**src/rtl/aes_key_store.sv**
```systemverilog
// Simple-dual-port round-key store with byte-enable writes and a zeroize sweep.
// Optional per-byte even parity is built when PARITY_EN is defined.
module aes_key_store #(
  parameter int D_WIDTH = 128,
  parameter int A_WIDTH = 4,
  parameter int RD_LAT  = 1
) (
  input  logic                 clk,
  input  logic                 rst,
  input  logic                 wr_en,
  input  logic [A_WIDTH-1:0]   wr_addr,
  input  logic [D_WIDTH-1:0]   wr_data,
  input  logic [D_WIDTH/8-1:0] wr_be,
  input  logic                 rd_en,
  input  logic [A_WIDTH-1:0]   rd_addr,
  output logic [D_WIDTH-1:0]   rd_data,
  output logic                 rd_valid,
  output logic                 rd_perr,
  input  logic                 clr_req,
  output logic                 busy,
  output logic                 clr_done
);

  localparam int A_MAX = 2**A_WIDTH;
  localparam int NB    = D_WIDTH/8;

  typedef enum logic {
    CLEAR,
    IDLE
  } state_t;

  state_t             state_q;
  state_t             state_d;
  logic [A_WIDTH-1:0] ptr_q;
  logic [A_WIDTH-1:0] ptr_d;
  logic               busy_d;
  logic               done_d;

  logic               port_ok;
  logic               wr_ok;
  logic               rd_ok;
  logic               perr_now;

  logic [D_WIDTH-1:0] mem [A_MAX];

  // a clear request wins over port traffic on the same edge
  assign port_ok = (state_q == IDLE) && !clr_req;
  assign wr_ok   = port_ok && wr_en;
  assign rd_ok   = port_ok && rd_en;

  always_comb begin
    state_d = state_q;
    ptr_d   = ptr_q;
    busy_d  = busy;
    done_d  = 1'b0;
    unique case (state_q)
      CLEAR: begin
        ptr_d = ptr_q + A_WIDTH'(1);
        if (ptr_q == '1) begin
          state_d = IDLE;
          busy_d  = 1'b0;
          done_d  = 1'b1;
        end
      end
      IDLE: begin
        if (clr_req) begin
          state_d = CLEAR;
          ptr_d   = '0;
          busy_d  = 1'b1;
        end
      end
      default: ;
    endcase
  end

  always_ff @(posedge clk or posedge rst) begin
    if (rst) begin
      state_q  <= CLEAR;
      ptr_q    <= '0;
      busy     <= 1'b1;
      clr_done <= 1'b0;
    end else begin
      state_q  <= state_d;
      ptr_q    <= ptr_d;
      busy     <= busy_d;
      clr_done <= done_d;
    end
  end

  always_ff @(posedge clk) begin
    if (state_q == CLEAR) begin
      mem[ptr_q] <= '0;
    end else if (wr_ok) begin
      for (int i = 0; i < NB; i++) begin
        if (wr_be[i]) mem[wr_addr][8*i +: 8] <= wr_data[8*i +: 8];
      end
    end
  end

`ifdef PARITY_EN
  logic [NB-1:0] par_mem [A_MAX];

  always_ff @(posedge clk) begin
    if (state_q == CLEAR) begin
      par_mem[ptr_q] <= '0;
    end else if (wr_ok) begin
      for (int i = 0; i < NB; i++) begin
        if (wr_be[i]) par_mem[wr_addr][i] <= ^wr_data[8*i +: 8];
      end
    end
  end

  always_comb begin
    perr_now = 1'b0;
    for (int i = 0; i < NB; i++) begin
      if ((^mem[rd_addr][8*i +: 8]) != par_mem[rd_addr][i]) perr_now = 1'b1;
    end
  end
`else
  assign perr_now = 1'b0;
`endif

  logic [D_WIDTH-1:0] d1;
  logic               v1;
  logic               p1;

  // first stage samples the array before this edge's write lands
  always_ff @(posedge clk or posedge rst) begin
    if (rst) begin
      d1 <= '0;
      v1 <= 1'b0;
      p1 <= 1'b0;
    end else begin
      v1 <= rd_ok;
      if (rd_ok) begin
        d1 <= mem[rd_addr];
        p1 <= perr_now;
      end
    end
  end

  generate
    if (RD_LAT == 2) begin : g_lat2
      always_ff @(posedge clk or posedge rst) begin
        if (rst) begin
          rd_data  <= '0;
          rd_valid <= 1'b0;
          rd_perr  <= 1'b0;
        end else begin
          rd_valid <= v1;
          if (v1) begin
            rd_data <= d1;
            rd_perr <= p1;
          end
        end
      end
    end else begin : g_lat1
      assign rd_data  = d1;
      assign rd_valid = v1;
      assign rd_perr  = p1;
    end
  endgenerate

endmodule

```
**config.mk**
```make
export PLATFORM = sky130hd
export DESIGN_NAME = aes_key_store
export DESIGN_NICKNAME = d
export VERILOG_FILES = /design/src/rtl/aes_key_store.sv
export SDC_FILE = /design/constraint.sdc
export NUM_CORES = 2
export LEC_CHECK = 0
export CORE_MARGIN = 5
export CORE_UTILIZATION = 38
export DETAILED_ROUTE_END_ITERATION = 6
export SLEW_MARGIN = 15
export SYNTH_ARGS = -nofsm -noshare
export SYNTH_HDL_FRONTEND = slang
export SYNTH_SLANG_ARGS = --single-unit
```
**constraint.sdc**
```tcl
create_clock -name clk -period 6.5 [get_ports clk]
set_input_delay 1.3 -clock clk [delete_from_list [all_inputs] [get_ports clk]]
set_output_delay 1.3 -clock clk [all_outputs]
set_load 0.05 [all_outputs]
```
* Word-level counts from Yosys, hierarchy flattened
Memory sizes are Yosys's and may differ from the RTL's. A register that Yosys moved wholly into a read port is not among the register bits.
Cells that the tools add are included.
** Operators by class
- Add/subtract/negate cells :: 1
- Multipliers :: 0
- Divide/modulo/power cells :: 0
- Magnitude comparators :: 0
- Eq/ne operators :: 3
- Shifts and indexed selects :: 0
- Mux-type cells :: 77
- Bitwise logic cells :: 1
- Reduce and logical (&&, ||, !) cells :: 6
** Operators by type and width (number)
- 2-to-1 mux 128 bit :: 1
- OR reduction 128 bit :: 1
- 2-to-1 mux 1 bit :: 70
- 2-to-1 mux 16 bit :: 1
- 2-to-1 mux 4 bit :: 2
- case mux 4 bit (2 select lines) :: 1
- adder 4 x 1 -> 4 bit (second input constant) :: 1
- == test 4 bit (second input constant) :: 1
- != test 2 bit (second input constant) :: 2
- case mux 1 bit (2 select lines) :: 2
- logical AND 1 bit :: 3
- AND reduction 2 bit :: 1
- zero test 1 bit :: 1
- NOT 1 bit :: 1
** Storage, ports and cells
- Register bits after elaboration :: 8
- Latch bits :: 0
- Bits in writable memories :: 2048
- Memory bits (read-only) :: 0
- Input port bits :: 157
- Memories :: 1
** Memories
- mem :: words 16, width 128, rd ports 1, clocked after memory_dff 1, write ports 1, line 44 : logic [D_WIDTH-1:0] mem [A_MAX];

* Logic depth before layout (Yosys ltp)
- Depth in word-level cells :: 8
- Depth in mapped cells :: 9
- Mapped depth without buffers :: 4

* Worst setup path before layout
No wires, ideal clock.
- Kind :: in2reg
- Start :: input port wr_be[11]
- End :: memory mem[10][100] (enable)
- Arrival time :: 2.964 ns
- Setup slack :: 3.161 ns
- Cell stages on the path :: 8
- Path through :: nor4_1 -> and4_1 -> buf_4 -> buf_6 -> buf_6 -> o21ai_2 -> buf_2 -> a21oi_1
** Between the ends
- Word-level cells in the longest chain between the ends :: 6
** RTL lines
- start, declared :: line 13 : input logic [D_WIDTH/8-1:0] wr_be,
- 2-to-1 mux 1 bit (*) :: line 95 : if (wr_be[i]) mem[wr_addr][8*i +: 8] <= wr_data[8*i +: 8];
- 2-to-1 mux 1 bit (*) :: line 93 : end else if (wr_ok) begin
- 2-to-1 mux 1 bit (*) :: line 91 : if (state_q == CLEAR) begin
- 2-to-1 mux 1 bit (not written as such) (*) :: line 95
- OR reduction 128 bit (no line) (*)
- 2-to-1 mux 4 bit (no line) or 2-to-1 mux 16 bit (tied branches)
- end, declared :: line 44
Every way passes the cells marked *; elsewhere a longest branch is shown, timed or not.

* Worst setup path in the final report
- Start :: input port wr_be[8]
- End :: memory mem[6][38] (enable)
The elaborated chain is that of the path after synthesis.

==> impl_metrics.env <==
export IMPL_maxSlewHeadroom=0.168
export IMPL_synth_edf_count=2048
export IMPL_initial_core_util=0.381
export IMPL_rows=173
export IMPL_worstMarginPinSlew_ns=1.24
export IMPL_utilization=0.448
export IMPL_setup_viol=0
export IMPL_hpwl_um=153000
export IMPL_postRouteAntennaNets=0
export IMPL_async_reset_ff_frac=0.0623
export IMPL_syn2layout_area_growth_pct=17.4
export IMPL_via_count=43600
export IMPL_power_uw=40000
export IMPL_reg2reg_slack_ns=2.59
export IMPL_layout_nets=4670
export IMPL_root_buffer="clkbuf_16"
export IMPL_first_iter_violations=4763
export IMPL_cp_cell_sequence="clkdlybuf4s50_1 > nor4_2 > and4_2 > o21ai_4 > buf_4 > a21oi_1"
export IMPL_cp_end_kind="register"
export IMPL_yosys_warnings=0
export IMPL_clockBufferDepth=3
export IMPL_cp_slowest_cell="nor4_2"
export IMPL_hold_buffers=0
export IMPL_multi_input_area_um2=18600
export IMPL_clkLatencyLatePin_ns=0.85
export IMPL_start_kind="input pin"
export IMPL_hold_violations=0
export IMPL_cts_buffers=218
export IMPL_core_um2=222000
export IMPL_min_period_ns=5.01
export IMPL_grt_max_degree=101
export IMPL_synth_area_um2=84600
export IMPL_netlist_area_leader_share=0.727
export IMPL_slew_violations=0
export IMPL_tns_ns=0
export IMPL_crit_path_start="wr_be[8]"
export IMPL_worstRegToRegCells=6
export IMPL_synth_seq_cells=2184
export IMPL_cp_arrival_ns=5.45
export IMPL_hp_class="reg -> reg"
export IMPL_drt_total_wl_um=241000
export IMPL_cp_data_required_time_ns=6.94
export IMPL_drc=0
export IMPL_mostFrequentLayoutCells="2,048 x edfxtp_1, 490 x mux4_2, 284 x clkdlybuf4s50_1"
export IMPL_vdd_drop_max_v=0.000258
export IMPL_synth_yosys_seq_area_share=0.767
export IMPL_synthesis_nets=4209
export IMPL_post_cts_buffers=0
export IMPL_synth_distinct_cells=47
export IMPL_critPathKind="in -> reg"
export IMPL_r2r_end="mem[10][23]$_DFFE_PP_"
export IMPL_syn_inst=4051
export IMPL_io_pins=289
export IMPL_path_clk_slew_ns=0.06
export IMPL_grt_setup_unrepaired="no"
export IMPL_status="completed"
export IMPL_tritoncts="yes"
export IMPL_placed_cell_area_um2=92100
export IMPL_max_freq_ghz=0.199
export IMPL_post_route_period_util=0.771
export IMPL_drt_first_pass_iters=6
export IMPL_power_leakage_uw=0.0334
export IMPL_die_area_um2=232000
export IMPL_synthTopCellsByArea="edfxtp_1 73%, mux4_2 13%, dfrtp_1 4.0%"
export IMPL_die_height_um=482
export IMPL_skew_ns=0.0373
export IMPL_gr_usage_all_layers=0.206
export IMPL_layout_drive_gt1_share=0.250
export IMPL_n_fill_cell=18800
export IMPL_crit_fanout=21
export IMPL_gr_total_overflow=0
export IMPL_endpoint="mem[6][38]$_DFFE_PP_"
export IMPL_max_stage_delay_ns=1.05
export IMPL_r2r_start="state_q$_DFF_PP0_"
export IMPL_routabilityCongestion=0.794
export IMPL_final_area_um2=99300
export IMPL_max_cap_violations=0
export IMPL_wl_per_cell_um=31.4
export IMPL_io_buffers=287
export IMPL_grt_pass1_vias=44100
export IMPL_synth_avg_cell_area_um2=20.9
export IMPL_die_x_um=482
export IMPL_seq_area_um2=64900
export IMPL_grt_pass1_wl_um=340000
export IMPL_yosysTopAreaCell="edfxtp_1"
export IMPL_ctsResizeCount=0
export IMPL_p_per_area_nw_per_um2=403
export IMPL_antenna_found_initial=14
export IMPL_viasPerCell=5.67
export IMPL_synthFlopType="edfxtp_1"
export IMPL_cts_max_level=4
export IMPL_final_common_cell="edfxtp_1"
export IMPL_cts_sinks=2184
## worst max-delay path, delay by kind of cell
family | cells | cell delay [ns]
AO/OA/AOI/OAI | 2 | 1.34
buffers and inverters | 2 | 0.79
AND/OR/NAND/NOR | 2 | 2.00
## routing by layer
| layer | wire length (um) | share of wire | vias up | global-route usage |
|---|---|---|---|---|
| met5 | 20 | 0.000083 | - | 0 |
| met4 | 8040 | 0.033 | 4 | 0.0646 |
| met3 | 19700 | 0.082 | 352 | 0.0452 |
| met2 | 116000 | 0.48 | 1952 | 0.328 |
| met1 | 97800 | 0.41 | 23400 | 0.284 |
| li1 | - | - | 17900 | - |
## layout make-up
type,count,share of cell area
timing repair buffer,529,0.0491
sequential,2184,0.654
multi-input combinational,1576,0.187
clock buffer,326,0.0622
antenna,5,0.000126
inverter,3,0.000214
clock inverter,85,0.00994
tap,2975,0.0375
## Yosys cell counts (2+ instances only)
library cell / number
or4_1: 6
buf_4: 12
nand2b_1: 10
nor3_1: 12
o22ai_1: 81
mux4_2: 490
a211oi_1: 80
and3_1: 128
a22oi_1: 45
o21ai_1: 32
or2_2: 2
or4_4: 3
buf_1: 17
a21boi_2: 16
clkbuf_1: 135
a21oi_1: 227
nor2_1: 92
a221oi_1: 12
and2_1: 4
a21oi_2: 30
nor2b_1: 2
mux2i_1: 163
nand2_1: 32
o211ai_1: 23
o21ai_0: 15
nor4_1: 6
dfrtp_1: 135
and4b_1: 2
buf_6: 9
o21ai_2: 10
edfxtp_1: 2048
buf_2: 115
mux2_2: 26
inv_1: 2
nand3_1: 17
## flip-flops by register name, indices dropped and copies added (netlist names)
signal / flops
state_q: 1
ptr_q: 4
mem: 2048
rd_data: 128
clr_done: 1
rd_valid: 1
busy: 1
## cells by family after synthesis
| logic type | after synthesis | share of synthesized area |
|---|---|---|
| AND/OR/NAND/NOR | 322 | 0.0202 |
| buffers and inverters | 291 | 0.0159 |
| AO/OA/AOI/OAI | 571 | 0.0429 |
| multiplexers | 679 | 0.153 |
| XOR/XNOR | 2 | 0.000207 |
| adder cells (fa/ha/maj) | 1 | 0.000148 |
| other | 1 | 0.0000443 |
| flip-flops | 2184 | 0.767 |
## power by group
part	internal, uW	switching (uW)	total [uW]
logic	2630	5440	8070
registers	18400	976	19400
clock network	7220	5340	12600
## through the flow
step	std cells	hold slack [ns]	worst slack [ns]
5_1_grt	7683	0.517	1.59
4_1_cts	7678	0.488	1.65
2_1_floorplan	4051	0.619	1.56
3_5_place_dp	7267	0.474	0.764
3_3_place_gp	7265	0.464	0.802
6_report	7683	0.483	1.49
## worst min path at each step
stage	start	to	slack (ns)	cells past startpoint
after detailed placement	rd_data[9]$_DFFE_PP0P_	rd_data[9]$_DFFE_PP0P_	0.47	2
after global placement	rd_data[9]$_DFFE_PP0P_	rd_data[9]$_DFFE_PP0P_	0.46	2
after floorplan	busy$_DFFE_PP1P_	busy$_DFFE_PP1P_	0.62	2
after global routing	rd_data[9]$_DFFE_PP0P_	rd_data[9]$_DFFE_PP0P_	0.52	2
after CTS	rd_data[9]$_DFFE_PP0P_	rd_data[9]$_DFFE_PP0P_	0.49	2
final	rd_data[9]$_DFFE_PP0P_	rd_data[9]$_DFFE_PP0P_	0.48	2
Power figures use the tool's default switching activity.
